`src/rtl/character_sprite_render.sv`:
```
// character_sprite_render
//   Per-pixel character sprite colour lookup for the VGA mixer.
//   The character id/position/facing is shadowed once per frame on frame_start,
//   then each pixel request passes through a 3-stage pipeline wrapped around an
//   external synchronous sprite ROM (address out, data back one cycle later).
//   Optional feature macro: SPRITE_FLIP_EN enables horizontal mirroring
//   driven by char_face_left; without it char_face_left is ignored.
module character_sprite_render #(
    parameter int unsigned             COORD_WIDTH       = 10,
    parameter int unsigned             SPRITE_LOG2       = 5,
    parameter int unsigned             NUM_SPRITES       = 7,
    parameter int unsigned             PIXEL_WIDTH       = 12,
    parameter logic [PIXEL_WIDTH-1:0]  TRANSPARENT_COLOR = 12'hF0F
) (
    input  logic                        sys_clk,
    input  logic                        sys_rst_n,
    input  logic                        frame_start,
    input  logic [2:0]                  char_display_id,
    input  logic [COORD_WIDTH-1:0]      char_x,
    input  logic [COORD_WIDTH-1:0]      char_y,
    input  logic                        char_face_left,
    input  logic                        pix_valid,
    input  logic [COORD_WIDTH-1:0]      pix_x,
    input  logic [COORD_WIDTH-1:0]      pix_y,
    output logic [3+2*SPRITE_LOG2-1:0]  rom_addr,
    input  logic [PIXEL_WIDTH-1:0]      rom_data,
    output logic                        out_valid,
    output logic                        out_hit,
    output logic [PIXEL_WIDTH-1:0]      out_color
);

    localparam logic [3:0] NUM_SPRITES_W = 4'(NUM_SPRITES);

    logic [2:0]             r_sh_id;
    logic [COORD_WIDTH-1:0] r_sh_x;
    logic [COORD_WIDTH-1:0] r_sh_y;

    logic [COORD_WIDTH:0]   w_dx;
    logic [COORD_WIDTH:0]   w_dy;
    logic                   w_dx_ok;
    logic                   w_dy_ok;
    logic                   w_id_ok;
    logic                   w_inbox;
    logic [SPRITE_LOG2-1:0] w_lx;
    logic [SPRITE_LOG2-1:0] w_ly;

    logic                   r_s1_valid;
    logic                   r_s1_inbox;
    logic                   r_s2_valid;
    logic                   r_s2_inbox;
    logic                   w_hit;

    // Frame shadow of the character state, updated only at vertical blanking
    always_ff @(posedge sys_clk or negedge sys_rst_n) begin
        if (!sys_rst_n) begin
            r_sh_id <= '0;
            r_sh_x  <= '0;
            r_sh_y  <= '0;
        end else if (frame_start) begin
            r_sh_id <= char_display_id;
            r_sh_x  <= char_x;
            r_sh_y  <= char_y;
        end
    end

`ifdef SPRITE_FLIP_EN
    logic r_sh_face;

    // Facing is shadowed with the rest of the character state
    always_ff @(posedge sys_clk or negedge sys_rst_n) begin
        if (!sys_rst_n) begin
            r_sh_face <= 1'b0;
        end else if (frame_start) begin
            r_sh_face <= char_face_left;
        end
    end

    // (side-1) - dx within SPRITE_LOG2 bits is the bitwise inverse of dx
    assign w_lx = r_sh_face ? ~w_dx[SPRITE_LOG2-1:0] : w_dx[SPRITE_LOG2-1:0];
`else
    logic w_unused_face;
    assign w_unused_face = char_face_left;
    assign w_lx          = w_dx[SPRITE_LOG2-1:0];
`endif

    // Sign bit plus every bit at or above SPRITE_LOG2 must be clear to lie in the box
    assign w_dx    = {1'b0, pix_x} - {1'b0, r_sh_x};
    assign w_dy    = {1'b0, pix_y} - {1'b0, r_sh_y};
    assign w_dx_ok = (w_dx[COORD_WIDTH:SPRITE_LOG2] == '0);
    assign w_dy_ok = (w_dy[COORD_WIDTH:SPRITE_LOG2] == '0);
    assign w_id_ok = ({1'b0, r_sh_id} < NUM_SPRITES_W);
    assign w_inbox = w_dx_ok && w_dy_ok && w_id_ok;
    assign w_ly    = w_dy[SPRITE_LOG2-1:0];

    // S1: box test and ROM address; the address holds between requests
    always_ff @(posedge sys_clk or negedge sys_rst_n) begin
        if (!sys_rst_n) begin
            r_s1_valid <= 1'b0;
            r_s1_inbox <= 1'b0;
            rom_addr   <= '0;
        end else begin
            r_s1_valid <= pix_valid;
            r_s1_inbox <= pix_valid && w_inbox;
            if (pix_valid) begin
                rom_addr <= w_inbox ? {r_sh_id, w_ly, w_lx} : '0;
            end
        end
    end

    // S2: carry valid/inbox alongside the ROM read
    always_ff @(posedge sys_clk or negedge sys_rst_n) begin
        if (!sys_rst_n) begin
            r_s2_valid <= 1'b0;
            r_s2_inbox <= 1'b0;
        end else begin
            r_s2_valid <= r_s1_valid;
            r_s2_inbox <= r_s1_inbox;
        end
    end

    assign w_hit = r_s2_inbox && (rom_data != TRANSPARENT_COLOR);

    // S3: registered colour result
    always_ff @(posedge sys_clk or negedge sys_rst_n) begin
        if (!sys_rst_n) begin
            out_valid <= 1'b0;
            out_hit   <= 1'b0;
            out_color <= '0;
        end else begin
            out_valid <= r_s2_valid;
            out_hit   <= w_hit;
            out_color <= w_hit ? rom_data : '0;
        end
    end

endmodule

```
`config.mk`:
```
export PLATFORM = sky130hd
export DESIGN_NAME = character_sprite_render
export DESIGN_NICKNAME = d
export VERILOG_FILES = /design/src/rtl/character_sprite_render.sv
export SDC_FILE = /design/constraint.sdc
export NUM_CORES = 1
export LEC_CHECK = 0
export CAP_MARGIN = 20
export CELL_PAD_IN_SITES_DETAIL_PLACEMENT = 1
export CELL_PAD_IN_SITES_GLOBAL_PLACEMENT = 1
export CORE_UTILIZATION = 39
export DETAILED_ROUTE_END_ITERATION = 10
export PLACE_DENSITY = 0.89
export SLEW_MARGIN = 10
export SYNTH_ARGS = -nofsm -noshare
export SYNTH_HDL_FRONTEND = slang
export SYNTH_SLANG_ARGS = --single-unit
```
`constraint.sdc`:
```
create_clock -name sys_clk -period 5.6 [get_ports sys_clk]
set_input_delay 1.68 -clock sys_clk [delete_from_list [all_inputs] [get_ports sys_clk]]
set_output_delay 1.68 -clock sys_clk [all_outputs]
set_load 0.005 [all_outputs]
```
==> metrics.txt <==
IO buf count 85; final setup violating endpoints 0; synthesized area 3130 um^2; MaxCap Viol Count 0; Clock H-tree levels 2; diode count 0; Crit Path Max Fanout 9; wire per inst 16.6 um; area delta synth->final 33.9%; most common cell after layout, fill and taps aside clkdlybuf4s50_1; VDD IR max 122 uV; FF+latch count, synth 54; die height 91.6 um; CTS tree done; Slew headroom 0.407; RSZ-0062 raised after global routing no; # clock sinks 54; Slowest Stage Delay on Critical Path 0.40 ns; share of layout cells above drive strength 1 0.0831; Cell Rows 32; All-Layer GR Usage 0.213; Tmin final 4.41 ns; via count 2687; Top FF cell, synth dfrtp_1; CTS clk-pin slew, worst paths 0.11 ns; top-area cell type share of the netlist area 0.432; syn_nets 405; register area share after synthesis 0.432; Final ANT Viol Nets 0; Yosys cell types 61; CP Launch Type primary input; core area 7730 um^2; maximum clock frequency 227 MHz; hold buffers post-CTS 0; placer's final routability congestion estimate 0.859; final net count 490; grt total ovfl 0; root buffer cell clkbuf_8; first-pass GRT wire length 14000 um; starting density of the core 0.405; drt initial violations 96; Die W 91.6 um; DP Wirelength 6530 um; Synth Warn # 0; Avg Cell Area, Syn 9.68 um^2; most used cell, CP inv_1; Num CTS Buffers 5; drt pass-1 iters 4; Final Hold Fails 0; actual slew at the worst max-slew pin 0.882 ns; final period utilization 0.788; Final Skew 0.00892 ns; # IOs 87; Gate Count Post-Synth 323; filler cell count 868; P_leak 1.80 nW; # DRC 0; Hold Crit Class flop to flop; ranking of synthesized cells by area dfrtp_1 43%, ha_1 8.0%, inv_1 4.7%; outcome complete, no violations; die area 8380 um^2; drt total wl 8500 um; Max stage delay cell, worst path clkdlybuf4s50_1; CTS Buffer Depth 2; fin worst setup slack 1.19 ns; Post-CTS Setup Inserts 0; P per Cell Area 236 nW/um^2; number of global-route vias before repair 2815; WS Path Type primary input to flop; Fin Setup TNS 0 ns; Skew-Pair Late Insertion Delay 0.31 ns; CP Data Arrival Time 4.61 ns; Slew Limit Fails 0; cells resized by post-CTS repair 0; largest net degree at the start of global routing 55; largest area contributor in the netlist dfrtp_1; Via density 5.26; initial antenna violation count 0; Critical Path, Cell by Cell clkdlybuf4s50_1, inv_1, ha_1, inv_1, fa_1, a21oi_1, nor2_1, o311ai_1, o211ai_1, nor4b_2, nand4_2, o32ai_1; Crit path required time 5.80 ns; Post-synth ARST share 1.00; EDFF count, synth 0; commonest non-fill, non-tap cells in the layout 84 x clkdlybuf4s50_1, 54 x dfrtp_1, 39 x inv_1; Crit. End Element flop; pre-CTS WS 0.875 ns
cell type report:
type | count | area, um^2 | area share
clock buffer | 6 | 82.6 | 0.0197
clock inverter | 2 | 38.8 | 0.00926
inverter | 39 | 146 | 0.0350
multi-input combinational | 221 | 1580 | 0.377
sequential | 54 | 1350 | 0.323
tap | 102 | 128 | 0.0305
timing repair buffer | 87 | 861 | 0.206
flip-flops by register name (all words and copies together), names as in the netlist, 3 cells and up:
register / count
out_color: 12
r_sh_id: 3
r_sh_x: 10
r_sh_y: 10
rom_addr: 13
cell families after synthesis:
| group | share of synthesized area |
|---|---|
| adder cells (fa/ha/maj) | 0.0928 |
| AND/OR/NAND/NOR | 0.177 |
| buffers and inverters | 0.0628 |
| XOR/XNOR | 0.0196 |
| flip-flops | 0.432 |
| AO/OA/AOI/OAI | 0.190 |
| multiplexers | 0.0256 |
per-layer routing:
metal	vias to the layer above	GRT usage	wire, um
met3	15	0.0310	234
li1	1304	-	-
met4	0	0.0608	214
met1	1312	0.265	3640
met5	-	0	0
met2	56	0.382	4410
power by group:
part / internal (mW) / switching, mW / total, mW
registers: 0.406 / 0.00633 / 0.412
clock network: 0.148 / 0.142 / 0.290
logic: 0.131 / 0.154 / 0.284
worst paths after layout:
| path | startpoint | endpoint | slack (ns) | cells past startpoint |
|---|---|---|---|---|
| setup reg to reg | r_sh_y[0] | rom_addr[5] | 2.64 | 10 |
| hold reg to reg | r_s1_inbox | r_s2_inbox | 0.37 | 0 |
| setup / recovery | pix_y[0] | rom_addr[5] | 1.19 | 12 |
| max in group asynchronous | sys_rst_n | r_sh_y[9] | 3.64 | 2 |
| min in group asynchronous | sys_rst_n | out_color[0] | 1.47 | 2 |
| hold / removal | r_s1_inbox | r_s2_inbox | 0.37 | 0 |
worst max-delay path: cells and delay by family:
kind                     cells  cell delay (ns)
AND/OR/NAND/NOR              3             0.68
adder cells (fa/ha/maj)      2             0.57
buffers and inverters        3             0.52
AO/OA/AOI/OAI                4             1.16
cells in the mapped netlist, types with 3 or more instances:
cell and number:
a21oi_1 12, o2111ai_1 5, and2_1 12, nor2b_1 5, inv_1 39, o32ai_1 8, dfrtp_1 54, nor2_1 14
nand4_1 3, o22ai_1 8, nand3_1 8, mux2_2 5, ha_1 20, xnor2_1 5, nand2b_1 6, clkbuf_1 5
nand2_1 35, o21ai_0 25
per-stage QoR:
step,power [mW],cell area (um^2),instances,utilization,hold slack (ns)
after floorplan,0.604,3130,323,-,0.331
after CTS,0.992,4190,511,0.542,0.365
final,0.986,4190,511,0.542,0.366
after global placement,0.690,4070,503,0.526,0.334
after global routing,1.04,4190,511,0.542,0.378
after detailed placement,0.702,4070,503,0.526,0.340
No activity file was read; power rests on OpenSTA's default activity.
